### config.mk
export PLATFORM = sky130hd
export DESIGN_NAME = sram_mem_ctrl_flat
export DESIGN_NICKNAME = d
export VERILOG_FILES = /design/src/rtl/sram_mem_ctrl_pkg.sv /design/src/rtl/sram_mem_ctrl_if.sv /design/src/rtl/sram_mem_ctrl.sv /design/src/flat_wrapper.sv
export SDC_FILE = /design/constraint.sdc
export NUM_CORES = 1
export LEC_CHECK = 0
export BUFFER_PORTS_ARGS = -buffer_cell sky130_fd_sc_hd__buf_4
export CORE_MARGIN = 4
export CORE_UTILIZATION = 54
export DETAILED_ROUTE_END_ITERATION = 7
export PLACE_DENSITY_LB_ADDON = 0.05
export SLEW_MARGIN = 20
export SYNTH_ARGS = -nofsm -noshare
export SYNTH_HDL_FRONTEND = slang
export SYNTH_SLANG_ARGS = --single-unit
export TNS_END_PERCENT = 20
### constraint.sdc
create_clock -name clk -period 4.8 [get_ports clk]
set_input_delay 0.96 -clock clk [delete_from_list [all_inputs] [get_ports clk]]
set_output_delay 0.96 -clock clk [all_outputs]
set_load 0.01 [all_outputs]
### src/rtl/sram_mem_ctrl_pkg.sv
// Shared types and defaults for the multi-cycle SRAM data-memory stage.
package arm_mem_pkg;

  // Access sequencer: one idle/accept state, one state per half-word, one hand-off cycle.
  typedef enum logic [1:0] {
    S_IDLE = 2'd0,
    S_LOW  = 2'd1,
    S_HIGH = 2'd2,
    S_DONE = 2'd3
  } state_e;

  localparam logic [31:0] BASE_ADDR_DEF   = 32'd1024;
  localparam int          SRAM_AW_DEF     = 18;
  localparam int          SRAM_DW         = 16;
  localparam int          WAIT_CYCLES_DEF = 5;

endpackage

### src/rtl/sram_mem_ctrl_if.sv
// Pipeline-side request/response plus SRAM pin bundle for the memory stage.
interface sram_mem_ctrl_if #(
  parameter int SRAM_AW = 18
);
  import arm_mem_pkg::*;

  logic               rd_en;
  logic               wr_en;
  logic [31:0]        addr;
  logic [31:0]        wdata;
  logic [31:0]        rdata;
  logic               ready;
  logic [SRAM_AW-1:0] sram_addr;
  logic [SRAM_DW-1:0] sram_dq_out;
  logic               sram_dq_oe;
  logic [SRAM_DW-1:0] sram_dq_in;
  logic               sram_we_n;

  // Controller side.
  modport slave (
    input  rd_en, wr_en, addr, wdata, sram_dq_in,
    output rdata, ready, sram_addr, sram_dq_out, sram_dq_oe, sram_we_n
  );

  // Pipeline/SRAM side (pipeline drives requests, SRAM drives read data).
  modport master (
    output rd_en, wr_en, addr, wdata, sram_dq_in,
    input  rdata, ready, sram_addr, sram_dq_out, sram_dq_oe, sram_we_n
  );

endinterface

### src/rtl/sram_mem_ctrl.sv
// Multi-cycle MEM stage: each 32-bit load/store becomes two 16-bit SRAM
// accesses (low half then high half), each WAIT_CYCLES long. ready drops
// while an access is in flight so the top level can freeze the pipeline.
module sram_mem_ctrl
  import arm_mem_pkg::*;
#(
  parameter logic [31:0] BASE_ADDR   = BASE_ADDR_DEF,
  parameter int          SRAM_AW     = SRAM_AW_DEF,
  parameter int          WAIT_CYCLES = WAIT_CYCLES_DEF   // must be >= 2
) (
  input  logic           clk,
  input  logic           rst,
  sram_mem_ctrl_if.slave bus
);

  localparam int CW = $clog2(WAIT_CYCLES);
  localparam logic [CW-1:0] CNT_LAST = CW'(WAIT_CYCLES - 1);
  localparam logic [CW-1:0] CNT_PRE  = CW'(WAIT_CYCLES - 2);

  state_e             state;
  logic [CW-1:0]      cnt;
  logic               op_wr;
  logic [SRAM_AW-2:0] idx;
  logic [31:0]        wdata_q;
  logic [SRAM_AW-2:0] idx_in;
  logic               req;
  logic               last;

  // Word index into SRAM: offset from the base, byte lane bits dropped, wraps modulo.
  assign idx_in = (SRAM_AW-1)'((bus.addr - BASE_ADDR) >> 2);
  assign req    = bus.rd_en | bus.wr_en;
  assign last   = (cnt == CNT_LAST);

  // Stage may advance only when idle with nothing asked, or on the hand-off cycle.
  assign bus.ready = ((state == S_IDLE) && !req) || (state == S_DONE);

  // Sequencer with registered SRAM pins; pin values are set one edge ahead
  // so they are stable for the whole cycle they apply to.
  always_ff @(posedge clk) begin
    if (!rst) begin
      state           <= S_IDLE;
      cnt             <= '0;
      op_wr           <= 1'b0;
      idx             <= '0;
      wdata_q         <= '0;
      bus.rdata       <= '0;
      bus.sram_addr   <= '0;
      bus.sram_dq_out <= '0;
      bus.sram_dq_oe  <= 1'b0;
      bus.sram_we_n   <= 1'b1;
    end else begin
      case (state)
        S_IDLE: begin
          if (req) begin
            // Write wins when both enables are raised.
            state           <= S_LOW;
            cnt             <= '0;
            op_wr           <= bus.wr_en;
            idx             <= idx_in;
            wdata_q         <= bus.wdata;
            bus.sram_addr   <= {idx_in, 1'b0};
            bus.sram_dq_out <= bus.wdata[15:0];
            bus.sram_dq_oe  <= bus.wr_en;
            bus.sram_we_n   <= ~bus.wr_en;
          end
        end
        S_LOW: begin
          if (last) begin
            state           <= S_HIGH;
            cnt             <= '0;
            if (!op_wr) bus.rdata[15:0] <= bus.sram_dq_in;
            bus.sram_addr   <= {idx, 1'b1};
            bus.sram_dq_out <= wdata_q[31:16];
            bus.sram_we_n   <= ~op_wr;
          end else begin
            cnt <= cnt + 1'b1;
            // Strobe rises one cycle before the phase ends so data holds past it.
            if (cnt == CNT_PRE) bus.sram_we_n <= 1'b1;
          end
        end
        S_HIGH: begin
          if (last) begin
            state          <= S_DONE;
            cnt            <= '0;
            if (!op_wr) bus.rdata[31:16] <= bus.sram_dq_in;
            bus.sram_dq_oe <= 1'b0;
            bus.sram_we_n  <= 1'b1;
          end else begin
            cnt <= cnt + 1'b1;
            if (cnt == CNT_PRE) bus.sram_we_n <= 1'b1;
          end
        end
        S_DONE: begin
          // Never re-accept here; a held request is taken in the next IDLE cycle.
          state <= S_IDLE;
        end
        default: state <= S_IDLE;
      endcase
    end
  end

endmodule

### src/flat_wrapper.sv
// flat-port wrapper written by rule: the top's interface ports become plain ports
module sram_mem_ctrl_flat import arm_mem_pkg::*;
#(
  parameter logic [31:0] BASE_ADDR   = BASE_ADDR_DEF,
  parameter int          SRAM_AW     = SRAM_AW_DEF,
  parameter int          WAIT_CYCLES = WAIT_CYCLES_DEF                  
)
  (clk, rst, bus_rd_en, bus_wr_en, bus_addr, bus_wdata, bus_sram_dq_in, bus_rdata, bus_ready, bus_sram_addr, bus_sram_dq_out, bus_sram_dq_oe, bus_sram_we_n);
  sram_mem_ctrl_if #(.SRAM_AW(SRAM_AW)) bus_i ();
  input  logic clk;
  input  logic rst;
  input wire logic [$bits(bus_i.rd_en)-1:0] bus_rd_en;
  input wire logic [$bits(bus_i.wr_en)-1:0] bus_wr_en;
  input wire logic [$bits(bus_i.addr)-1:0] bus_addr;
  input wire logic [$bits(bus_i.wdata)-1:0] bus_wdata;
  input wire logic [$bits(bus_i.sram_dq_in)-1:0] bus_sram_dq_in;
  output wire logic [$bits(bus_i.rdata)-1:0] bus_rdata;
  output wire logic [$bits(bus_i.ready)-1:0] bus_ready;
  output wire logic [$bits(bus_i.sram_addr)-1:0] bus_sram_addr;
  output wire logic [$bits(bus_i.sram_dq_out)-1:0] bus_sram_dq_out;
  output wire logic [$bits(bus_i.sram_dq_oe)-1:0] bus_sram_dq_oe;
  output wire logic [$bits(bus_i.sram_we_n)-1:0] bus_sram_we_n;
  assign bus_i.rd_en = bus_rd_en;
  assign bus_i.wr_en = bus_wr_en;
  assign bus_i.addr = bus_addr;
  assign bus_i.wdata = bus_wdata;
  assign bus_i.sram_dq_in = bus_sram_dq_in;
  assign bus_rdata = bus_i.rdata;
  assign bus_ready = bus_i.ready;
  assign bus_sram_addr = bus_i.sram_addr;
  assign bus_sram_dq_out = bus_i.sram_dq_out;
  assign bus_sram_dq_oe = bus_i.sram_dq_oe;
  assign bus_sram_we_n = bus_i.sram_we_n;
  sram_mem_ctrl #(.BASE_ADDR(BASE_ADDR), .SRAM_AW(SRAM_AW), .WAIT_CYCLES(WAIT_CYCLES)) u_core (.clk(clk), .rst(rst), .bus(bus_i));
endmodule
==> flow_summary.json, run 1 <==
{
  "worstPathRequired_ns": 5.04,
  "synth_flop_cell": "dfxtp_1",
  "core_area_mm2": 0.00834,
  "start_kind": "flip-flop",
  "whs_ns": 0.460,
  "drv_slew": 0,
  "syn_to_final_growth_pct": 25.8,
  "cts.htree.levels": 3,
  "path_class": "reg -> reg",
  "multi_input_area_mm2": 0.00231,
  "ios": 153,
  "start_util_pct": 56.1,
  "hpwl_um": 7470,
  "grt_use_total_pct": 20.9,
  "regArea_mm2": 0.00214,
  "min_to": "u_core.bus.sram_addr[13]",
  "startpoint": "u_core.state[1]",
  "n_fill_cell": 684,
  "crit_fanout": 43,
  "clockRootBuffer": "clkbuf_8",
  "setup_viol_count_final": 0,
  "finalWirelength_um": 10700,
  "total_power_mw": 3.11,
  "cts_made_buffers": 9,
  "netlist.area_leader.share_pct": 45.8,
  "hold_violations": 0,
  "r2r-start": "u_core.state[1]",
  "grt_pass1_wl_um": 17400,
  "r2r_slack_ns": 1.97,
  "port_buffers": 137,
  "synth_cell_type_count": 42,
  "worstHoldPathCells": 2,
  "slew_headroom_pct": 28.5,
  "via_per_inst": 5.30,
  "seq_area_frac_synth_pct": 45.8,
  "async_reset_ff_share_pct": 0,
  "nets": 728,
  "clk_pin_slew_ns": 0.09,
  "die_x_um": 101,
  "cts_buffer_depth": 2,
  "num_vias": 3941,
  "r2r.worst_path.cells": 8,
  "synthCells": 522,
  "drcViolationCount": 0,
  "dieArea_mm2": 0.0102,
  "worstSetupEndpointType": "flip-flop",
  "syn_area_per_cell_um2": 8.96,
  "fin_crit_ns": 2.83,
  "ys.warnings.count": 0,
  "cts_sinks": 107,
  "hp-start": "u_core.bus.sram_addr[13]",
  "grt_pass1_vias": 3827,
  "grt-ovfl-total": 0,
  "fmax_ghz": 0.353,
  "power_density_mw_per_mm2": 529,
  "holdBufCountCts": 0,
  "ctsResizeCount": 0,
  "synth_top_cell_by_area": "dfxtp_1",
  "drive_gt1_share_pct": 25.5,
  "outcome": "finished, final reports clean",
  "r2r_end": "u_core.bus.sram_dq_out[9]",
  "max-vdd-ir-drop_mv": 0.384,
  "place.gp.congestion": 0.807,
  "syn-num-nets": 614,
  "synth.most_common_cell": "nand2_1",
  "synth_commonest_cells": "nand2_1 (155), dfxtp_1 (107), a21boi_0 (62)",
  "cts_setup_buffers": 0,
  "post_drt_wl_per_cell_um": 14.4,
  "p_leak_nw": 2.71,
  "first_iter_violations": 138,
  "synth_edf_count": 0,
  "tightest_slew_ns": 1.07,
  "skew_ns": 0.0133,
  "grt_max_degree": 115,
  "synth_area_leaders": "dfxtp_1 (46%), nand2_1 (12%), a21boi_0 (9.9%), mux2i_1 (6.2%), o211a_1 (6.0%)",
  "rsz0062_at_grt": "false",
  "synth-seq-cells": 107,
  "arrival_ns": 3.07,
  "post-route-period-util_pct": 59.1,
  "drv_cap": 0,
  "antenna_left": 0,
  "rows": 33,
  "die_h_um": 101,
  "cts_tree": "yes",
  "worstHoldPathType": "reg -> reg",
  "insertedDiodeCount": 0,
  "final.setup.tns_ns": 0,
  "clock_latency_ns": 0.35,
  "syn-cell-area_mm2": 0.00468,
  "dr.pass1.iters": 4,
  "antenna_found_initial": 0
}
==> cell usage in the layout (no fill, tap or decap), drive strengths merged, types with 3 or more instances in the layout <==
cell	Yosys	layout
buf	12	141
a21boi	63	63
xnor2	3	3
o21a	3	3
o211a	28	28
nor3	6	6
o21ai	14	14
nand2b	4	4
ha	8	8
inv	9	10
nand4	3	3
dfxtp	107	107
nand3	3	3
nor2	10	10
nor3b	6	6
mux2i	29	29
o2111ai	3	3
clkbuf	26	10
nor2b	8	8
nand2	155	155
==> power breakdown <==
group          switching, mW  internal, mW
combinational          0.696         0.579
sequential             0.128          1.12
clock                  0.289         0.304
total                   1.11          2.00
==> final cells by class <==
type	instances	area share [%]
inverters	9	0.574
repair buffers	141	18.0
clock buffers	10	2.34
well taps	105	2.23
flip-flops and latches	107	36.4
multi-input cells	368	39.2
clock inverters	4	1.25
==> state kept, by name, indices dropped and copies added, names as in the netlist <==
signal,cells
u_core.bus.rdata,32
u_core.bus.sram_addr,18
u_core.idx,17
u_core.bus.sram_dq_out,16
u_core.wdata_q,16
u_core.cnt,3
u_core.state,2
u_core.bus.sram_dq_oe,1
u_core.bus.sram_we_n,1
u_core.op_wr,1
==> logic make-up after synthesis <==
| group | share of synthesized area [%] |
|---|---|
| AND/OR/NAND/NOR | 18.9 |
| AO/OA/AOI/OAI | 21.0 |
| flip-flops | 45.8 |
| buffers and inverters | 5.00 |
| multiplexers | 6.20 |
| adder cells (fa/ha/maj) | 2.14 |
| XOR/XNOR | 0.936 |
==> stage by stage <==
stage	std cells	util (%)	worst slack (ns)	area, um2
after global routing	744	70.6	1.74	5890
after detailed placement	730	68.0	1.92	5680
final	744	70.6	1.97	5890
after floorplan	522	-	2.26	4680
after CTS	744	70.6	1.95	5890
after global placement	730	68.0	1.95	5680
==> how the worst max path moves through the flow <==
stage,endpoint,depth (start not counted)
detailed placement,u_core.bus.sram_addr[8],6
global placement,u_core.bus.sram_addr[12],6
CTS,u_core.bus.sram_dq_out[9],8
floorplan,bus_ready,3
global route,u_core.bus.sram_addr[8],8
finish,u_core.bus.sram_dq_out[9],8
==> routing by layer <==
layer / track usage [%] / vias to the layer above / wire length [um]
met5: 0 / - / 0
met1: 26.6 / 1819 / 4710
met3: 4.64 / 12 / 773
met4: 6.75 / 0 / 146
li1: - / 1993 / -
met2: 35.2 / 117 / 5120
==> worst max-delay path, cell delays in order (launching register included) <==
cell and delay (ns):
dfxtp_1 0.38, inv_1 0.08, ha_2 0.24, buf_4 0.33, or2b_1 0.33, a21boi_4 0.59
buf_4 0.50, nand2_1 0.11, o211a_1 0.15
Power figures use the tool's default switching activity.
==> inputs of run 2 (changes only) <==
CORE_UTILIZATION = 51   (was 54)
clock period = 2.9 ns   (was 4.8 ns; I/O delays follow)
==> run 2 against run 1 <==
  * Hold slack got worse by 0.0061 ns
  * Final cell count grew 1.5%
  * Clock skew increased by 0.0057 ns
==> flow_summary.json, run 2 (synthesis results as in run 1) <==
{
  "grt_max_degree": 65,
  "fin_cells": 755,
  "drv_slew": 0,
  "hpwl_um": 7660,
  "die_h_um": 104,
  "cts_sinks": 107,
  "place.gp.congestion": 0.803,
  "clk_pin_slew_ns": 0.11,
  "r2r-start": "u_core.state[0]",
  "first_iter_violations": 111,
  "rsz0062_at_grt": "false",
  "antenna_left": 0,
  "port_buffers": 137,
  "drive_gt1_share_pct": 26.4,
  "grt_pass1_vias": 3829,
  "post-route-period-util_pct": 84.9,
  "drcViolationCount": 0,
  "dp.cells": 739,
  "hold_violations": 0,
  "r2r.worst_path.cells": 7,
  "arrival_ns": 1.88,
  "clockRootBuffer": "clkbuf_8",
  "top_register": "u_core.bus.rdata",
  "final_common_cell": "nand2_1",
  "clock_latency_ns": 0.37,
  "cts.htree.levels": 3,
  "slowest_delay_ns": 0.52,
  "startpoint": "u_core.state[0]",
  "outcome": "finished, final reports clean",
  "holdBufCountCts": 0,
  "fmax_ghz": 0.406,
  "reg.largest.list": "u_core.bus.rdata x32, u_core.bus.sram_addr x18, u_core.idx x17",
  "cts_buffer_depth": 2,
  "ios": 153,
  "syn_to_final_growth_pct": 27.3,
  "ctsResizeCount": 0,
  "max-vdd-ir-drop_mv": 0.542,
  "dieArea_mm2": 0.0108,
  "cts_setup_buffers": 0,
  "setup_viol_count_final": 0,
  "grt_pass1_wl_um": 17900,
  "endpoint": "bus_ready",
  "worstHoldPathType": "in -> reg",
  "antenna_found_initial": 0,
  "critPathSlowestCell": "or3b_1",
  "start_kind": "flip-flop",
  "num_vias": 3961,
  "fin_crit_ns": 2.46,
  "skew_ns": 0.0190,
  "worstSetupEndpointType": "output port",
  "dr.pass1.iters": 5,
  "die_x_um": 104,
  "final.setup.tns_ns": 0,
  "p_leak_nw": 2.74,
  "start_util_pct": 53.1,
  "path_cells": "inv_1 > ha_1 > or3b_1 > nand2b_1 > buf_4",
  "drv_cap": 0,
  "nets": 734,
  "post_drt_wl_per_cell_um": 14.3,
  "worstPathRequired_ns": 2.32,
  "core_area_mm2": 0.00881,
  "final_cell_mix": "nand2_1 (155), buf_4 (145), dfxtp_1 (107)",
  "r2r_slack_ns": 0.61,
  "largest_reg_flops": 32,
  "via_per_inst": 5.25,
  "path_class": "reg -> out",
  "tightest_slew_ns": 0.701,
  "r2r_end": "u_core.bus.sram_addr[17]",
  "rows": 34,
  "power_density_mw_per_mm2": 875,
  "crit_fanout": 9,
  "grt_use_total_pct": 19.6,
  "cts_tree": "yes",
  "finalWirelength_um": 10800,
  "grt-ovfl-total": 0,
  "insertedDiodeCount": 0,
  "slew_headroom_pct": 53.2,
  "cts_made_buffers": 9
}
==> run 2: power breakdown <==
group | total (mW) | internal [mW] | switching, mW
sequential | 2.06 | 1.85 | 0.206
combinational | 2.20 | 1.02 | 1.18
clock | 0.958 | 0.433 | 0.525
total | 5.21 | 3.30 | 1.91
==> run 2: worst min path at each step <==
stage / from / to / slack, ns / cells after the start
3_3_place_gp: u_core.bus.sram_addr[12] / u_core.bus.sram_addr[12] / 0.44 / 2
5_1_grt: bus_addr[3] / u_core.idx[1] / 0.45 / 3
6_report: bus_wdata[29] / u_core.wdata_q[29] / 0.45 / 3
3_5_place_dp: u_core.bus.sram_addr[12] / u_core.bus.sram_addr[12] / 0.45 / 2
2_1_floorplan: u_core.idx[0] / u_core.idx[0] / 0.44 / 2
4_1_cts: bus_wdata[29] / u_core.wdata_q[29] / 0.45 / 3
==> run 2: final cells by class <==
cell class	count	area, um2
Clock inverter	6	70.1
Sequential cell	107	2140
Fill cell	751	2850
Inverter	9	33.8
Multi-Input combinational cell	368	2310
Tap cell	108	135
Clock buffer	10	138
Timing Repair Buffer	147	1130
==> run 2: worst max-delay path, delay by kind of cell (launching register included) <==
kind	cells	cell delay, ns
flops	1	0.35
fa+ha+maj	1	0.32
buf+inv	2	0.22
simple gates	2	0.65
==> run 2: routing by layer <==
layer	global-route usage (%)	share of wire, %	up-vias
met1	24.8	46	1830
met3	5.04	6.5	13
met4	6.27	1.5	0
met2	32.8	46	108
met5	0	0	-
li1	-	-	2010
==> run 2: stage by stage <==
| stage | utilization [%] | hold WS (ns) | setup slack, ns | area [um2] | power (mW) |
|---|---|---|---|---|---|
| final | 67.6 | 0.454 | 0.437 | 5960 | 5.21 |
| after global routing | 67.6 | 0.452 | 0.328 | 5960 | 5.58 |
| after CTS | 67.6 | 0.449 | 0.411 | 5960 | 5.27 |
| after detailed placement | 65.3 | 0.446 | 0.639 | 5750 | 4.32 |
| after global placement | 65.3 | 0.438 | 0.701 | 5750 | 4.24 |
| after floorplan | - | 0.443 | 1.05 | 4680 | 3.59 |
==> inputs of run 3 (changes only) <==
CORE_UTILIZATION = 46   (was 51)
clock period = 2.2 ns   (was 2.9 ns; I/O delays follow)
==> run 3 against run 2 <==
  * Power up 32%
  * Highest routed layer unchanged
  * Clock skew down 0.011 ns
  * Combinational power up 35%
  * Cell area up 1.1%
  * Largest power group unchanged
==> flow_summary.json, run 3 (synthesis results as in run 1) <==
{
  "setup_viol_count_final": 0,
  "worstHoldPathType": "in -> reg",
  "switching_share_pct": 36.1,
  "port_buffers": 137,
  "grt_use_total_pct": 18.9,
  "fmax_ghz": 0.483,
  "insertedDiodeCount": 0,
  "cts_made_buffers": 9,
  "skew_ns": 0.00773,
  "clockRootBuffer": "clkbuf_8",
  "nets": 737,
  "antenna_found_initial": 0,
  "post-route-period-util_pct": 94.1,
  "worstHoldPathCells": 3,
  "holdBufCountCts": 0,
  "cts_tree": "yes",
  "grt_pass1_wl_um": 17900,
  "largest_reg_flops": 32,
  "ios": 153,
  "fin_crit_ns": 2.07,
  "drv_cap": 0,
  "crit_fanout": 8,
  "final_common_cell": "nand2_1",
  "start_kind": "flip-flop",
  "power_density_mw_per_mm2": 1140,
  "drcViolationCount": 0,
  "worstSetupEndpointType": "output port",
  "dr.pass1.iters": 4,
  "r2r.worst_path.cells": 8,
  "die_x_um": 109,
  "p_int_mw": 4.40,
  "place_ws_ns": 0.271,
  "drive_gt1_share_pct": 26.8,
  "tightest_slew_ns": 0.789,
  "dieArea_mm2": 0.0119,
  "grt_pass1_vias": 3872,
  "grt-ovfl-total": 0,
  "multi_input_area_mm2": 0.00231,
  "final_area_mm2": 0.00602,
  "cts_buffer_depth": 2,
  "cts.htree.levels": 3,
  "n_fill_cell": 901,
  "antenna_left": 0,
  "worstPathRequired_ns": 1.76,
  "syn_to_final_growth_pct": 28.7,
  "path_class": "reg -> out",
  "num_vias": 3935,
  "first_iter_violations": 150,
  "hp-start": "bus_wdata[21]",
  "die_h_um": 109,
  "post_drt_wl_per_cell_um": 14.2,
  "rows": 36,
  "regArea_mm2": 0.00214,
  "clkPwrFrac_pct": 17.3,
  "combPwrFrac_pct": 43.2,
  "start_util_pct": 47.7,
  "total_power_mw": 6.89,
  "clock_latency_ns": 0.36,
  "place.gp.congestion": 0.817,
  "slew_headroom_pct": 47.4,
  "cts_sinks": 107,
  "final.setup.tns_ns": 0,
  "hpwl_um": 7890,
  "cts_setup_buffers": 0,
  "worst_slack_ns": 0.130,
  "power_switching_mw": 2.49,
  "arrival_ns": 1.63,
  "core_area_mm2": 0.00982,
  "via_per_inst": 5.03,
  "reg.largest.list": "u_core.bus.rdata x32, u_core.bus.sram_addr x18, u_core.idx x17",
  "top_register": "u_core.bus.rdata",
  "drv_slew": 0,
  "p_leak_nw": 2.76,
  "r2r_end": "u_core.bus.sram_addr[14]",
  "min_to": "u_core.wdata_q[21]",
  "rsz0062_at_grt": "false",
  "final_cell_mix": "nand2_1 (155), buf_4 (146), dfxtp_1 (107)",
  "hold_violations": 0,
  "grt_max_degree": 70,
  "ctsResizeCount": 0,
  "place_area_mm2": 0.00583,
  "outcome": "finished, final reports clean",
  "clk_pin_slew_ns": 0.10,
  "r2r_slack_ns": 0.27,
  "max-vdd-ir-drop_mv": 0.562,
  "finalWirelength_um": 11100,
  "pwr-share-seq_pct": 39.6,
  "r2r-start": "u_core.state[0]"
}
run 3: changes by cell type in the layout (fill, tap and decap cells not counted), sizes merged:
cell    delta
clkinv     +2
inv        -3
buf        +3
run 3: area by class of cell:
class	instances	share of cell area, %
inverters	9	0.561
clock inverters	5	0.893
repair buffers	150	19.5
multi-input cells	368	38.4
well taps	133	2.76
clock buffers	10	2.29
flip-flops and latches	107	35.6
run 3: how the worst max path moves through the flow:
| stage | from | to | cells after the start |
|---|---|---|---|
| floorplan | u_core.state[0] | u_core.bus.sram_dq_out[5] | 8 |
| global placement | u_core.state[0] | u_core.bus.sram_addr[14] | 7 |
| detailed placement | u_core.state[0] | u_core.bus.sram_addr[14] | 7 |
| CTS | u_core.state[0] | bus_ready | 5 |
| global route | u_core.state[1] | bus_ready | 5 |
| finish | u_core.state[0] | bus_ready | 5 |
run 3: power groups by stage:
| stage | registers (mW) | logic, mW | clock network (mW) |
|---|---|---|---|
| floorplan | 2.86 | 1.87 | 0 |
| global placement | 2.74 | 2.96 | 0 |
| detailed placement | 2.77 | 3.02 | 0 |
| CTS | 2.73 | 3.02 | 1.23 |
| global route | 2.79 | 3.31 | 1.31 |
| finish | 2.73 | 2.98 | 1.19 |
run 3: worst max-delay path: stages (launching register included):
cell      delay (ns)
dfxtp_1         0.35
inv_1           0.09
ha_1            0.17
or3b_4          0.43
nand2b_1        0.10
buf_4           0.12
run 3: layer usage:
| layer | routed length (um) | global-route usage, % | vias up |
|---|---|---|---|
| met5 | 0 | 0 | - |
| met4 | 220 | 7.48 | 0 |
| met3 | 715 | 3.79 | 17 |
| met2 | 5190 | 31.8 | 110 |
| met1 | 4950 | 23.8 | 1798 |
| li1 | - | - | 2010 |
run 3: stage by stage:
stage | std cells | utilization, % | hold WS [ns]
floorplan | 522 | - | 0.443
CTS | 782 | 61.3 | 0.312
detailed placement | 767 | 59.4 | 0.446
global route | 782 | 61.3 | 0.316
global placement | 767 | 59.4 | 0.438
finish | 782 | 61.3 | 0.326
